<file path="src/rtl/mac_operand_packer.sv">
// mac_operand_packer: packs scalar A/B element pairs into 24-bit MAC operand
// words (INT4 x6, FP8 x3, BF16 x1) behind a one-entry output register.
// Optional build macro: MAC_PACK_STATS_EN adds saturating word/pad counters.
module mac_operand_packer #(
  parameter int IN_W   = 16,
  parameter int STAT_W = 16
) (
  input  logic              clk,
  input  logic              rst,
  input  logic [1:0]        cfg_mode,
  input  logic              in_valid,
  output logic              in_ready,
  input  logic [IN_W-1:0]   in_a,
  input  logic [IN_W-1:0]   in_b,
  input  logic              in_last,
  output logic              out_valid,
  input  logic              out_ready,
  output logic [23:0]       out_a,
  output logic [23:0]       out_b,
  output logic [1:0]        out_mode,
  output logic              out_last,
  output logic              err_mode,
  output logic [STAT_W-1:0] stat_words,
  output logic [STAT_W-1:0] stat_pads
);

  localparam logic [1:0] MODE_INT4 = 2'b00;
  localparam logic [1:0] MODE_FP8  = 2'b01;
  localparam logic [1:0] MODE_BF16 = 2'b10;
  localparam logic [1:0] MODE_RSVD = 2'b11;

  logic [2:0]  cnt_q, cnt_d;
  logic [1:0]  mode_q, mode_d;
  logic [23:0] pack_a_q, pack_a_d;
  logic [23:0] pack_b_q, pack_b_d;
  logic        out_valid_q, out_valid_d;
  logic [23:0] out_a_q, out_a_d;
  logic [23:0] out_b_q, out_b_d;
  logic [1:0]  out_mode_q, out_mode_d;
  logic        out_last_q, out_last_d;
  logic        out_pad_q, out_pad_d;
  logic        err_mode_q, err_mode_d;

  logic [1:0]  eff_mode;
  logic [2:0]  last_lane;
  logic [23:0] lane_a, lane_b;
  logic        reserved, is_last_lane, final_cand, accept, drain;

  // Element bits above the active lane width are intentionally ignored.
  logic unused_in_bits;
  assign unused_in_bits = ^{in_a, in_b};

  // Decode the mode for this beat, place the element in its lane and
  // decide whether the beat closes the word.
  always_comb begin
    // NOTE: every signal gets a default before the case so no latch is inferred.
    eff_mode  = (cnt_q == 3'd0) ? cfg_mode : mode_q;
    reserved  = (eff_mode == MODE_RSVD);
    last_lane = 3'd0;
    lane_a    = 24'd0;
    lane_b    = 24'd0;
    case (eff_mode)
      MODE_INT4: begin
        last_lane = 3'd5;
        lane_a    = {20'd0, in_a[3:0]} << {cnt_q, 2'b00};
        lane_b    = {20'd0, in_b[3:0]} << {cnt_q, 2'b00};
      end
      MODE_FP8: begin
        last_lane = 3'd2;
        lane_a    = {16'd0, in_a[7:0]} << {cnt_q, 3'b000};
        lane_b    = {16'd0, in_b[7:0]} << {cnt_q, 3'b000};
      end
      MODE_BF16: begin
        last_lane = 3'd0;
        lane_a    = {8'd0, in_a[15:0]};
        lane_b    = {8'd0, in_b[15:0]};
      end
      default: ;
    endcase
    is_last_lane = (cnt_q == last_lane);
    final_cand   = !reserved && (is_last_lane || in_last);
    in_ready     = !final_cand || !out_valid_q || out_ready;
    accept       = in_valid && in_ready;
    drain        = out_valid_q && out_ready;
  end

  // Next-state: lane accumulation, word emission and output register hold.
  always_comb begin
    cnt_d       = cnt_q;
    mode_d      = mode_q;
    pack_a_d    = pack_a_q;
    pack_b_d    = pack_b_q;
    out_valid_d = drain ? 1'b0 : out_valid_q;
    out_a_d     = out_a_q;
    out_b_d     = out_b_q;
    out_mode_d  = out_mode_q;
    out_last_d  = out_last_q;
    out_pad_d   = out_pad_q;
    err_mode_d  = err_mode_q;
    if (accept) begin
      if (cnt_q == 3'd0) mode_d = cfg_mode;
      if (reserved) begin
        err_mode_d = 1'b1;
      end else if (final_cand) begin
        out_a_d     = pack_a_q | lane_a;
        out_b_d     = pack_b_q | lane_b;
        out_mode_d  = eff_mode;
        out_last_d  = in_last;
        out_pad_d   = !is_last_lane;
        out_valid_d = 1'b1;
        cnt_d       = 3'd0;
        pack_a_d    = 24'd0;
        pack_b_d    = 24'd0;
      end else begin
        pack_a_d = pack_a_q | lane_a;
        pack_b_d = pack_b_q | lane_b;
        cnt_d    = cnt_q + 3'd1;
      end
    end
  end

  // State registers with synchronous active-high reset.
  always_ff @(posedge clk) begin
    // NOTE: sequential state uses non-blocking assignments only.
    if (rst) begin
      cnt_q       <= 3'd0;
      mode_q      <= MODE_INT4;
      pack_a_q    <= 24'd0;
      pack_b_q    <= 24'd0;
      out_valid_q <= 1'b0;
      out_a_q     <= 24'd0;
      out_b_q     <= 24'd0;
      out_mode_q  <= MODE_INT4;
      out_last_q  <= 1'b0;
      out_pad_q   <= 1'b0;
      err_mode_q  <= 1'b0;
    end else begin
      cnt_q       <= cnt_d;
      mode_q      <= mode_d;
      pack_a_q    <= pack_a_d;
      pack_b_q    <= pack_b_d;
      out_valid_q <= out_valid_d;
      out_a_q     <= out_a_d;
      out_b_q     <= out_b_d;
      out_mode_q  <= out_mode_d;
      out_last_q  <= out_last_d;
      out_pad_q   <= out_pad_d;
      err_mode_q  <= err_mode_d;
    end
  end

  assign out_valid = out_valid_q;
  assign out_a     = out_a_q;
  assign out_b     = out_b_q;
  assign out_mode  = out_mode_q;
  assign out_last  = out_last_q;
  assign err_mode  = err_mode_q;

`ifdef MAC_PACK_STATS_EN
  logic [STAT_W-1:0] stat_words_q, stat_words_d;
  logic [STAT_W-1:0] stat_pads_q, stat_pads_d;

  // Saturating counters of emitted words and of zero-padded words.
  always_comb begin
    stat_words_d = stat_words_q;
    stat_pads_d  = stat_pads_q;
    if (drain && (stat_words_q != {STAT_W{1'b1}})) stat_words_d = stat_words_q + 1'b1;
    if (drain && out_pad_q && (stat_pads_q != {STAT_W{1'b1}})) stat_pads_d = stat_pads_q + 1'b1;
  end

  // Statistics registers.
  always_ff @(posedge clk) begin
    if (rst) begin
      stat_words_q <= '0;
      stat_pads_q  <= '0;
    end else begin
      stat_words_q <= stat_words_d;
      stat_pads_q  <= stat_pads_d;
    end
  end

  assign stat_words = stat_words_q;
  assign stat_pads  = stat_pads_q;
`else
  logic unused_pad;
  assign unused_pad = out_pad_q;
  assign stat_words = '0;
  assign stat_pads  = '0;
`endif

endmodule
</file>
<file path="config.mk">
export PLATFORM = sky130hd
export DESIGN_NAME = mac_operand_packer
export DESIGN_NICKNAME = d
export VERILOG_FILES = /design/src/rtl/mac_operand_packer.sv
export SDC_FILE = /design/constraint.sdc
export NUM_CORES = 1
export LEC_CHECK = 0
export BUFFER_PORTS_ARGS = -buffer_cell sky130_fd_sc_hd__buf_4
export CORE_MARGIN = 2
export CORE_UTILIZATION = 49
export CTS_CLUSTER_SIZE = 16
export DETAILED_ROUTE_END_ITERATION = 6
export PLACE_DENSITY = 0.77
export SYNTH_ARGS = -nofsm -noshare
export SYNTH_HDL_FRONTEND = slang
export SYNTH_SLANG_ARGS = --single-unit
export TNS_END_PERCENT = 50
</file>
<file path="constraint.sdc">
create_clock -name clk -period 2.8 [get_ports clk]
set_clock_uncertainty 0.2 [all_clocks]
set_input_delay 0.56 -clock clk [delete_from_list [all_inputs] [get_ports clk]]
set_output_delay 0.56 -clock clk [all_outputs]
set_load 0.01 [all_outputs]
</file>
# Word-level counts from Yosys, hierarchy flattened
# Index checks and enable logic that the tools add are counted.
# totals
ff_bits,106
elab_cells,47
input_bits,39
output_inout_bits,86
# op_classes
bitwise,3
n_mux,11
addsub,1
n_eq_ne,4
n_reduce_logical,14
shifts,4
# ops
operator,count
24-bit case mux with 3 select lines,2
24-bit two-way mux,2
24-bit OR,2
4-bit by 5-bit << shifter with 24-bit output,2
8-bit by 6-bit << shifter with 24-bit output,2
3-bit case mux with 2 select lines,1
"2-bit == test, second input constant",2
1-bit two-way mux,4
2-bit AND reduction,2
"3-bit by 1-bit adder with 3-bit output, second input constant",1
3-bit == test,1
1-bit logical AND,3
1-bit zero test,3
3-bit zero test,1
1-bit logical OR,3
3-bit two-way mux,1
3-bit AND reduction,1
"2-bit by 1-bit == test with 1-bit output, second input constant",1
2-bit zero test,1
2-bit two-way mux,1
1-bit inverter,1

# Depth between registers and ports, before layout
# Gate-level depths: netlist of run 1.
# logic_depth
word_depth,12
depth_mapped,12
ltp_nobuf,7

# Worst setup path after synthesis of run 1
# OpenSTA, ideal clock, no wires.
# synth_path
kind,reg-to-output
from,register cnt_q[1]
to,output in_ready
slack_ns,-0.179
path_stages_with_launch,10
n_path_buf,3
t_required_ns,2.040
arrival_time_ns,2.219
cell_sequence,dfxtp_1 inv_1 clkbuf_1 ha_1 mux2_1 a32o_2 or3_1 buf_2 buf_4 nand2_1
# synth_via
elab_chain_len,10
elab_cells_between_ends,13
cone_classes,eq/ne: 3; mux: 2; reduce/logical: 8
# synth_lines
element,line_no,rtl
from (decl),32,"logic [2:0] cnt_q, cnt_d;"
from (signal assigned),138,cnt_q <= cnt_d;
3-bit zero test,57,eff_mode = (cnt_q == 3'd0) ? cfg_mode : mode_q;
2-bit two-way mux,-,
2-bit by 1-bit == test with 1-bit output / 2-bit zero test (equally long branches),62,case (eff_mode)
3-bit case mux with 2 select lines,62,
3-bit == test,80,is_last_lane = (cnt_q == last_lane);
1-bit logical OR,81,final_cand = !reserved && (is_last_lane || in_last);
1-bit logical AND *,81,
1-bit zero test *,82,in_ready = !final_cand || !out_valid_q || out_ready;
1-bit logical OR * (2 in a row),82,
to (decl),12,"output logic in_ready,"
# Every way passes the cells marked *; elsewhere a longest branch is shown, timed or not.

# Final worst setup path of run 1
# layout_path
from,register cnt_q[0]
to,output in_ready
# Same word-level chain as after synthesis.

==> results.txt, run 1 <==
* Worst Setup Path Type: reg2out
* Final setup viols: 1
- The first global-routing pass estimated 24200 um of wire.
* Measured slew at the worst slew-check pin: 0.916 ns
- Total power for the finished layout comes to 3.58 mW.
* Share of power burned in combinational logic: 28.8%
- The layer flagged by global routing as most heavily used is met2.
* Synth Area per Inst: 9.32 sq um
- The worst setup path is captured at an output pin.
- Antenna violations before repair: 0
- For this run, design rule violations remaining after detail routing come to 0.
- Detailed Place HPWL: 10500 um
- Final sum of negative setup slack: -0.0524 ns
- For the worst setup path, the data arrival time is 2.09 ns.
- Top flip-flop cell by instance count after synthesis: sky130_fd_sc_hd__dfxtp_1
* Worst R2R Path Depth: 11
- Critical Path Source Type: flop
* Die W: 107 um
- The Yosys step of the flow raised 0 warnings.
* Final weighted congestion of routability-driven global placement: 0.874
- For this run, the register share of the synthesized area comes to 40.9%.
- The die covers 11400 sq um.
- After the first detailed-routing iteration, the DRC count stood at 576.
- Switching power summed over all nets: 1.20 mW
* Power Density: 571 nW/um^2
- For this run, global-route usage on met1 was measured as 36.4%.
* Overflow left after global routing: 0
- Sorting the synthesized cells by how often they occur yields sky130_fd_sc_hd__dfxtp_1, sky130_fd_sc_hd__a21oi_1, sky130_fd_sc_hd__a211oi_1.
* Violations in the final reports: negative setup slack
- Global routing used 27.0% of the available tracks across all layers.
- Pin count of the biggest net entering global routing: 58
- Effective utilization at floorplan: 50.3%
* Number of antenna repair diodes: 0
- TritonCTS built the clock tree.
- Run status: finished with violations
- I/O pin count: 125
- In this run the worst hold path is classified as reg2reg.
* Via count: 4939
- Number of synthesized flops with an enable pin: 0
- For this run, the top clock speed supported by timing is 0.351 GHz.
- Relative to the synthesized area, the layout overhead comes to 20.6%.
- Of all nets on the critical path, the largest fanout is 4.
- Across all register-to-register paths, the minimum setup slack is 0.07 ns.
* Max Root-Sink Buffers: 2
* Clock transition at the registers of the reported paths: 0.11 ns
- The first detailed-routing pass took 5 iterations.
- Internal power: 2.38 mW
- For this design the static power due to leakage is 2.53 nW.
* Final number of hold-violating endpoints: 0
- Hold timing on the final database bottoms out at a slack of 0.265 ns.
- Clock Root Buffer: sky130_fd_sc_hd__clkbuf_8
* Number of port buffers: 92
- Met3 demand-to-capacity share in global routing: 4.38%
- After detailed routing, the number of vias per cell comes to 6.25.
- Dominant cell by count in the synthesized netlist: sky130_fd_sc_hd__dfxtp_1
* Met2 track utilization from global routing: 43.3%
- Clock latency on the worst-skew pair, taken at its later pin, is 0.38 ns.
* Number of global-route vias before repair: 4664
* Cell depth of the worst hold path: 2
* Final critical delay including setup and external delays: 2.85 ns
- The final layout contains 690 nets.
- Fraction of final layout cells sized beyond drive strength 1: 29.7%
- VDD sags by at most 0.378 mV.
- Summed over its instances, the top area cell type makes up 40.9% of the synthesized netlist area.
- Number of clock sinks: 106
- Max-cap violations: 0
- Max_slew headroom: 38.9%
- Sequential cells account for 47.2% of the total power.
* Maximum level of the CTS H-tree: 3
- The routed design has 15500 um of wire.
- The worst hold path terminates at pack_b_q[5]$_SDFFE_PP0P_.
* Capturing point of the worst reg2reg path: pack_b_q[20]$_SDFFE_PP0P_
* Origin of the critical flop-to-flop path: cnt_q[0]$_SDFFE_PP0P_
- Dividing the detail-routed wire length by the instance count gives 19.6 um.
- sky130_fd_sc_hd__dfxtp_1 takes more of the synthesized area than any other cell.
- Hold Crit Start: pack_b_q[5]$_SDFFE_PP0P_
* Slew Limit Fails: 0
* Switching fraction of total power: 33.5%
- Setup repair after global routing missed its margin: yes
- By area the synthesized netlist is led by sky130_fd_sc_hd__dfxtp_1, sky130_fd_sc_hd__a21oi_1, sky130_fd_sc_hd__a211oi_1.
- Share of synthesized flip-flops with an asynchronous set or reset: 0%
- The final critical path takes up 102% of the cycle.
* Die boundary height: 107 um
- Yosys mapped the design onto 52 distinct sky130hd cell types.
* Post-synthesis instance area: 5190 sq um
- Post-Syn Instances: 557
* Share of power burned in the clock network: 24.0%
* Worst slack, placed: -0.00992 ns
* Flip-flop and latch count after synthesis: 106
- The count of nets left with antenna violations once routing finished came out at 0.
- STA puts the critical path data required time at 2.04 ns.
- The floorplan has 37 rows.
* Fin util: 60.7%
- Setup ws final: -0.0524 ns
* Core area: 10300 sq um
- In this run, CTS created clock tree buffers numbering 9.
-- per-stage QoR --
step	cells	cell area, sq um
after floorplan	588	5320
final	790	6260
after detailed placement	766	5970
after global placement	766	5970
after global routing	790	6260
after CTS	784	6190
-- metal layers --
layer	wire length [um]	part of all wire, %
met1	6540	42
met2	7390	48
met3	1140	7.3
met4	420	2.7
met5	0	0
-- area by class of cell --
type                            instances  area (sq um)
Clock buffer                           10           128
Clock inverter                          6          41.3
Fill cell                             910          4060
Inverter                               34           128
Multi-Input combinational cell        367          2630
Sequential cell                       106          2120
Tap cell                              136           170
Timing Repair Buffer                  131          1040
-- registers in the layout, indices dropped and copies added (netlist names) --
name	count
pack_b_q	24
cnt_q	3
pack_a_q	24
out_valid	1
out_a	24
out_b	24
out_last	1
err_mode	1
mode_q	2
out_mode	2
-- cells by family after synthesis --
kind of cell,Yosys count,synth area share (%)
flops,106,40.9
other cells,1,0.0722
mux,15,2.94
simple gates,82,8.50
buf+inv,115,12.0
fa+ha+maj,2,0.482
compound gates,236,35.1
-- power groups by stage --
stage	clock [mW]	combinational, mW	sequential (mW)
after floorplan	0	0.591	1.75
after global placement	0	0.954	1.72
after detailed placement	0	0.974	1.72
after CTS	0.868	0.991	1.69
after global routing	0.925	1.11	1.70
final	0.858	1.03	1.69
-- placed cells by master, fill, tap and decap left out, types with 5 or more instances in the layout --
cell,instances
sky130_fd_sc_hd__buf_4,125
sky130_fd_sc_hd__dfxtp_1,104
sky130_fd_sc_hd__a21oi_1,71
sky130_fd_sc_hd__a211oi_1,46
sky130_fd_sc_hd__conb_1,32
sky130_fd_sc_hd__inv_1,31
sky130_fd_sc_hd__a221oi_1,28
sky130_fd_sc_hd__nand2_1,22
sky130_fd_sc_hd__a211oi_2,20
sky130_fd_sc_hd__mux2i_1,13
sky130_fd_sc_hd__nor3_1,12
sky130_fd_sc_hd__o211a_1,12
sky130_fd_sc_hd__o211ai_1,9
sky130_fd_sc_hd__clkbuf_8,9
sky130_fd_sc_hd__nor2b_1,8
sky130_fd_sc_hd__and2_1,8
sky130_fd_sc_hd__nor2_1,7
sky130_fd_sc_hd__a32o_1,7
sky130_fd_sc_hd__a221o_1,6
sky130_fd_sc_hd__a21o_1,5
sky130_fd_sc_hd__o21ai_0,5
-- critical path, stage by stage (launching register included) --
cell and delay, ns:
sky130_fd_sc_hd__dfxtp_2 0.35, sky130_fd_sc_hd__inv_2 0.05, sky130_fd_sc_hd__ha_4 0.17, sky130_fd_sc_hd__buf_6 0.11, sky130_fd_sc_hd__and3b_2 0.22, sky130_fd_sc_hd__a21o_4 0.21, sky130_fd_sc_hd__or3_4 0.42, sky130_fd_sc_hd__nand2_4 0.08
sky130_fd_sc_hd__buf_6 0.10
-- repair_timing --
item	CTS	global route
pin swaps	2	5
buffers inserted	2	6
cloned	0	0
hold buffers	0	0
resized for setup	8	7
endpoints found under the setup margin	1	43
hold endpoints to repair	0	0
-- how the worst max path moves through the flow --
stage / startpoint / end / depth (start not counted)
3_3_place_gp: cfg_mode[1] / out_b[13]$_SDFFE_PP0P_ / 6
2_1_floorplan: cnt_q[1]$_SDFFE_PP0P_ / in_ready / 9
3_5_place_dp: cfg_mode[1] / out_b[12]$_SDFFE_PP0P_ / 6
5_1_grt: cnt_q[0]$_SDFFE_PP0P_ / in_ready / 8
6_report: cnt_q[0]$_SDFFE_PP0P_ / in_ready / 8
4_1_cts: cnt_q[0]$_SDFFE_PP0P_ / in_ready / 8
No activity file was read; power rests on OpenSTA's default activity.
==> run 2, diff against run 1 <==
- CORE_UTILIZATION: 49 -> 43
- PLACE_DENSITY: 0.77 -> 0.69
==> run 2 against run 1 <==
The run now ends clean. Worst hold slack hardly changed. Register-to-register slack better by 0.13 ns. Sequential power hardly changed. Critical path depth is 1 lower. Via count is 3.1% lower. Non-clock buffer count is 7 lower. Wire length is 2.6% higher. Power is 11% higher. Largest cell class unchanged. Largest power group unchanged.
==> results.txt, run 2 (same netlist as run 1, synthesis figures left out) <==
* Share of power burned in the clock network: 31.7% (was 24.0%)
- The layout filler cell count came to 1106 (was 910).
- Layout Area Growth over Synthesis: 22.1% (was 20.6%)
- Max Root-Sink Buffers: 2 (unchanged)
* Total global-route track usage: 24.2% (was 27.0%)
- The met3 layer usage reported by global route came to 3.93% (was 4.38%).
* Met2 track utilization from global routing: 41.6% (was 43.3%)
- TritonCTS clock tree: yes (unchanged)
- The worst-margin pin slew was 0.902 ns (was 0.916 ns).
- Largest vdd supply drop: 0.301 mV (was 0.378 mV)
- The critical path startpoint category is a flop (unchanged).
* Number of clock sinks: 106 (unchanged)
- Origin of the critical flop-to-flop path: cnt_q[2]$_SDFFE_PP0P_ (was cnt_q[0]$_SDFFE_PP0P_)
* Final sum of negative setup slack: 0 ns (was -0.0524 ns)
- Leakage power summed over all cells: 2.56 nW (was 2.53 nW)
* Met1 Usage GRT: 32.2% (was 36.4%)
* Floorplan row count: 40 (was 37)
- Pin count of the biggest net entering global routing: 58 (unchanged)
* Fin util: 53.2% (was 60.7%)
- Highest fanout seen on the critical path: 6 (was 4)
* Finished layout cell area: 6340 sq um (was 6260 sq um)
- Power Density: 624 nW/um^2 (was 571 nW/um^2)
- The final hold violation count was 0 (unchanged).
* Switching fraction of total power: 32.6% (was 33.5%)
- Number of antenna repair diodes: 0 (unchanged)
- Maximum achievable frequency: 0.362 GHz (was 0.351 GHz)
- The number of iterations in the first detailed-routing pass is 7 (was 5).
* Overflow left after global routing: 0 (unchanged)
- The die boundary width is 114 um (was 107 um).
* Run status: complete, no violations (was finished with violations)
- Most Crowded Layer GR: met2 (unchanged)
- The number of levels the H-tree was split into came to 3 (unchanged).
- Setup crit start: cnt_q[1]$_SDFFE_PP0P_ (was cnt_q[0]$_SDFFE_PP0P_)
* Fraction of final layout cells sized beyond drive strength 1: 28.7% (was 29.7%)
- The HPWL reported at the end of detailed placement was 11100 um (was 10500 um).
* Hold Crit Start: pack_b_q[14]$_SDFFE_PP0P_ (was pack_b_q[5]$_SDFFE_PP0P_)
- Residual DRC: 0 (unchanged)
* Internal power: 2.67 mW (was 2.38 mW)
- The data arrival at the endpoint of the critical path is 2.00 ns (was 2.09 ns).
- Net total in the final layout: 683 (was 690)
- The switching power total came to 1.29 mW (was 1.20 mW).
- Final setup viols: 0 (was 1)
* Number of global-route vias before repair: 4521 (was 4664)
* Commonest non-fill, non-tap cell in the layout: sky130_fd_sc_hd__buf_4 (unchanged)
* Clock Root Buffer: sky130_fd_sc_hd__clkbuf_16 (was sky130_fd_sc_hd__clkbuf_8)
- Antenna violations before repair: 0 (unchanged)
- The I/O pin count was 125 (unchanged).
* Initial DRC count: 425 (was 576)
- Max_slew headroom: 39.9% (was 38.9%)
* Number of port buffers: 92 (unchanged)
* Clock transition at the registers of the reported paths: 0.07 ns (was 0.11 ns)
* Via count: 4787 (was 4939)
* CP Data Required Time: 2.04 ns (about the same)
- The die outline area was 13000 sq um (was 11400 sq um).
- The part of the total power dissipated in combinational logic is 25.5% (was 28.8%).
- The type of the most critical hold path was reg2reg (unchanged).
* Clk_lat worst skew: 0.35 ns (was 0.38 ns)
- Leading cell types in the layout, fill and taps excluded: sky130_fd_sc_hd__buf_4, sky130_fd_sc_hd__dfxtp_1, sky130_fd_sc_hd__a21oi_1 (unchanged)
- Part of the power in registers: 42.8% (was 47.2%)
- Final critical delay including setup and external delays: 2.76 ns (was 2.85 ns)
* Die boundary height: 114 um (was 107 um)
- Final wirelength: 15900 um (was 15500 um)
* Max-cap violations: 0 (unchanged)
* Core area: 11900 sq um (was 10300 sq um)
- The worst setup path category was reg2out (unchanged).
* Residual antenna-violating net count after detailed routing: 0 (unchanged)
- The starting density of the core was 43.6% (was 50.3%).
* Average vias per placed instance: 6.03 (was 6.25)
* Final clock period utilization by the worst path: 98.7% (was 102%)
- The critical path capture point type was an output pin (unchanged).
* Number of buffers inserted by hold repair at cts: 0 (unchanged)
- The post-place instance area came to 5990 sq um (was 5970 sq um).
* First-pass GRT wire length: 24500 um (was 24200 um)
* Number of CTS-inserted buffers: 9 (unchanged)
- The routed length per instance is 20.0 um (was 19.6 um).
- The max-slew violation count came to 0 (unchanged).
- Final weighted congestion of routability-driven global placement: 0.847 (was 0.874)
## run 2: cell type report
class                      count  area, sq um  share of cell area (%)
tap                          147          184                    2.90
clock buffer                   9          225                    3.55
clock inverter                 7         72.6                    1.14
sequential                   106         2120                    33.5
timing repair buffer         124          985                    15.5
multi-input combinational    367         2620                    41.4
inverter                      34          128                    2.01
## run 2: worst paths after layout
check                               to  slack (ns)  cells past startpoint
max                           in_ready        0.04                      7
min          pack_b_q[14]$_SDFFE_PP0P_        0.27                      2
max reg2reg      out_b[8]$_SDFFE_PP0P_        0.20                      5
min reg2reg  pack_b_q[14]$_SDFFE_PP0P_        0.27                      2
## run 2: timing repair
| action | in CTS | in global routing |
|---|---|---|
| resized for setup | 6 | 6 |
| cloned | 0 | 0 |
| buffers inserted | 1 | 0 |
| pin swaps | 1 | 1 |
| setup endpoints to repair | 3 | 1 |
## run 2: power groups by stage
stage / Clock (mW) / Combinational [mW] / Sequential, mW
2_1_floorplan: 0 / 0.591 / 1.75
4_1_cts: 1.27 / 0.992 / 1.69
3_5_place_dp: 0 / 0.978 / 1.73
3_3_place_gp: 0 / 0.956 / 1.72
6_report: 1.26 / 1.01 / 1.69
5_1_grt: 1.34 / 1.08 / 1.71
## run 2: critical path: stages (launching register included)
cell and delay, ns:
sky130_fd_sc_hd__dfxtp_2 0.33, sky130_fd_sc_hd__inv_2 0.08, sky130_fd_sc_hd__ha_4 0.17, sky130_fd_sc_hd__mux2_4 0.30, sky130_fd_sc_hd__a32o_2 0.23, sky130_fd_sc_hd__or3_4 0.37
sky130_fd_sc_hd__nand2_4 0.08, sky130_fd_sc_hd__buf_6 0.09
## run 2: through the flow
| step | total power [mW] | setup WS [ns] | hold WS (ns) | instances |
|---|---|---|---|---|
| 2_1_floorplan | 2.34 | 0.0320 | 0.230 | 588 |
| 3_3_place_gp | 2.68 | 0.107 | 0.244 | 777 |
| 3_5_place_dp | 2.70 | -0.0204 | 0.247 | 777 |
| 4_1_cts | 3.96 | 0.00172 | 0.265 | 794 |
| 5_1_grt | 4.13 | -0.0103 | 0.284 | 794 |
| 6_report | 3.96 | 0.0361 | 0.265 | 794 |
## run 2: per-layer routing
metal | up-vias | part of all wire (%)
li1 | 2219 | -
met1 | 2323 | 43
met2 | 224 | 48
met3 | 21 | 7.4
met4 | 0 | 1.1
met5 | - | 0
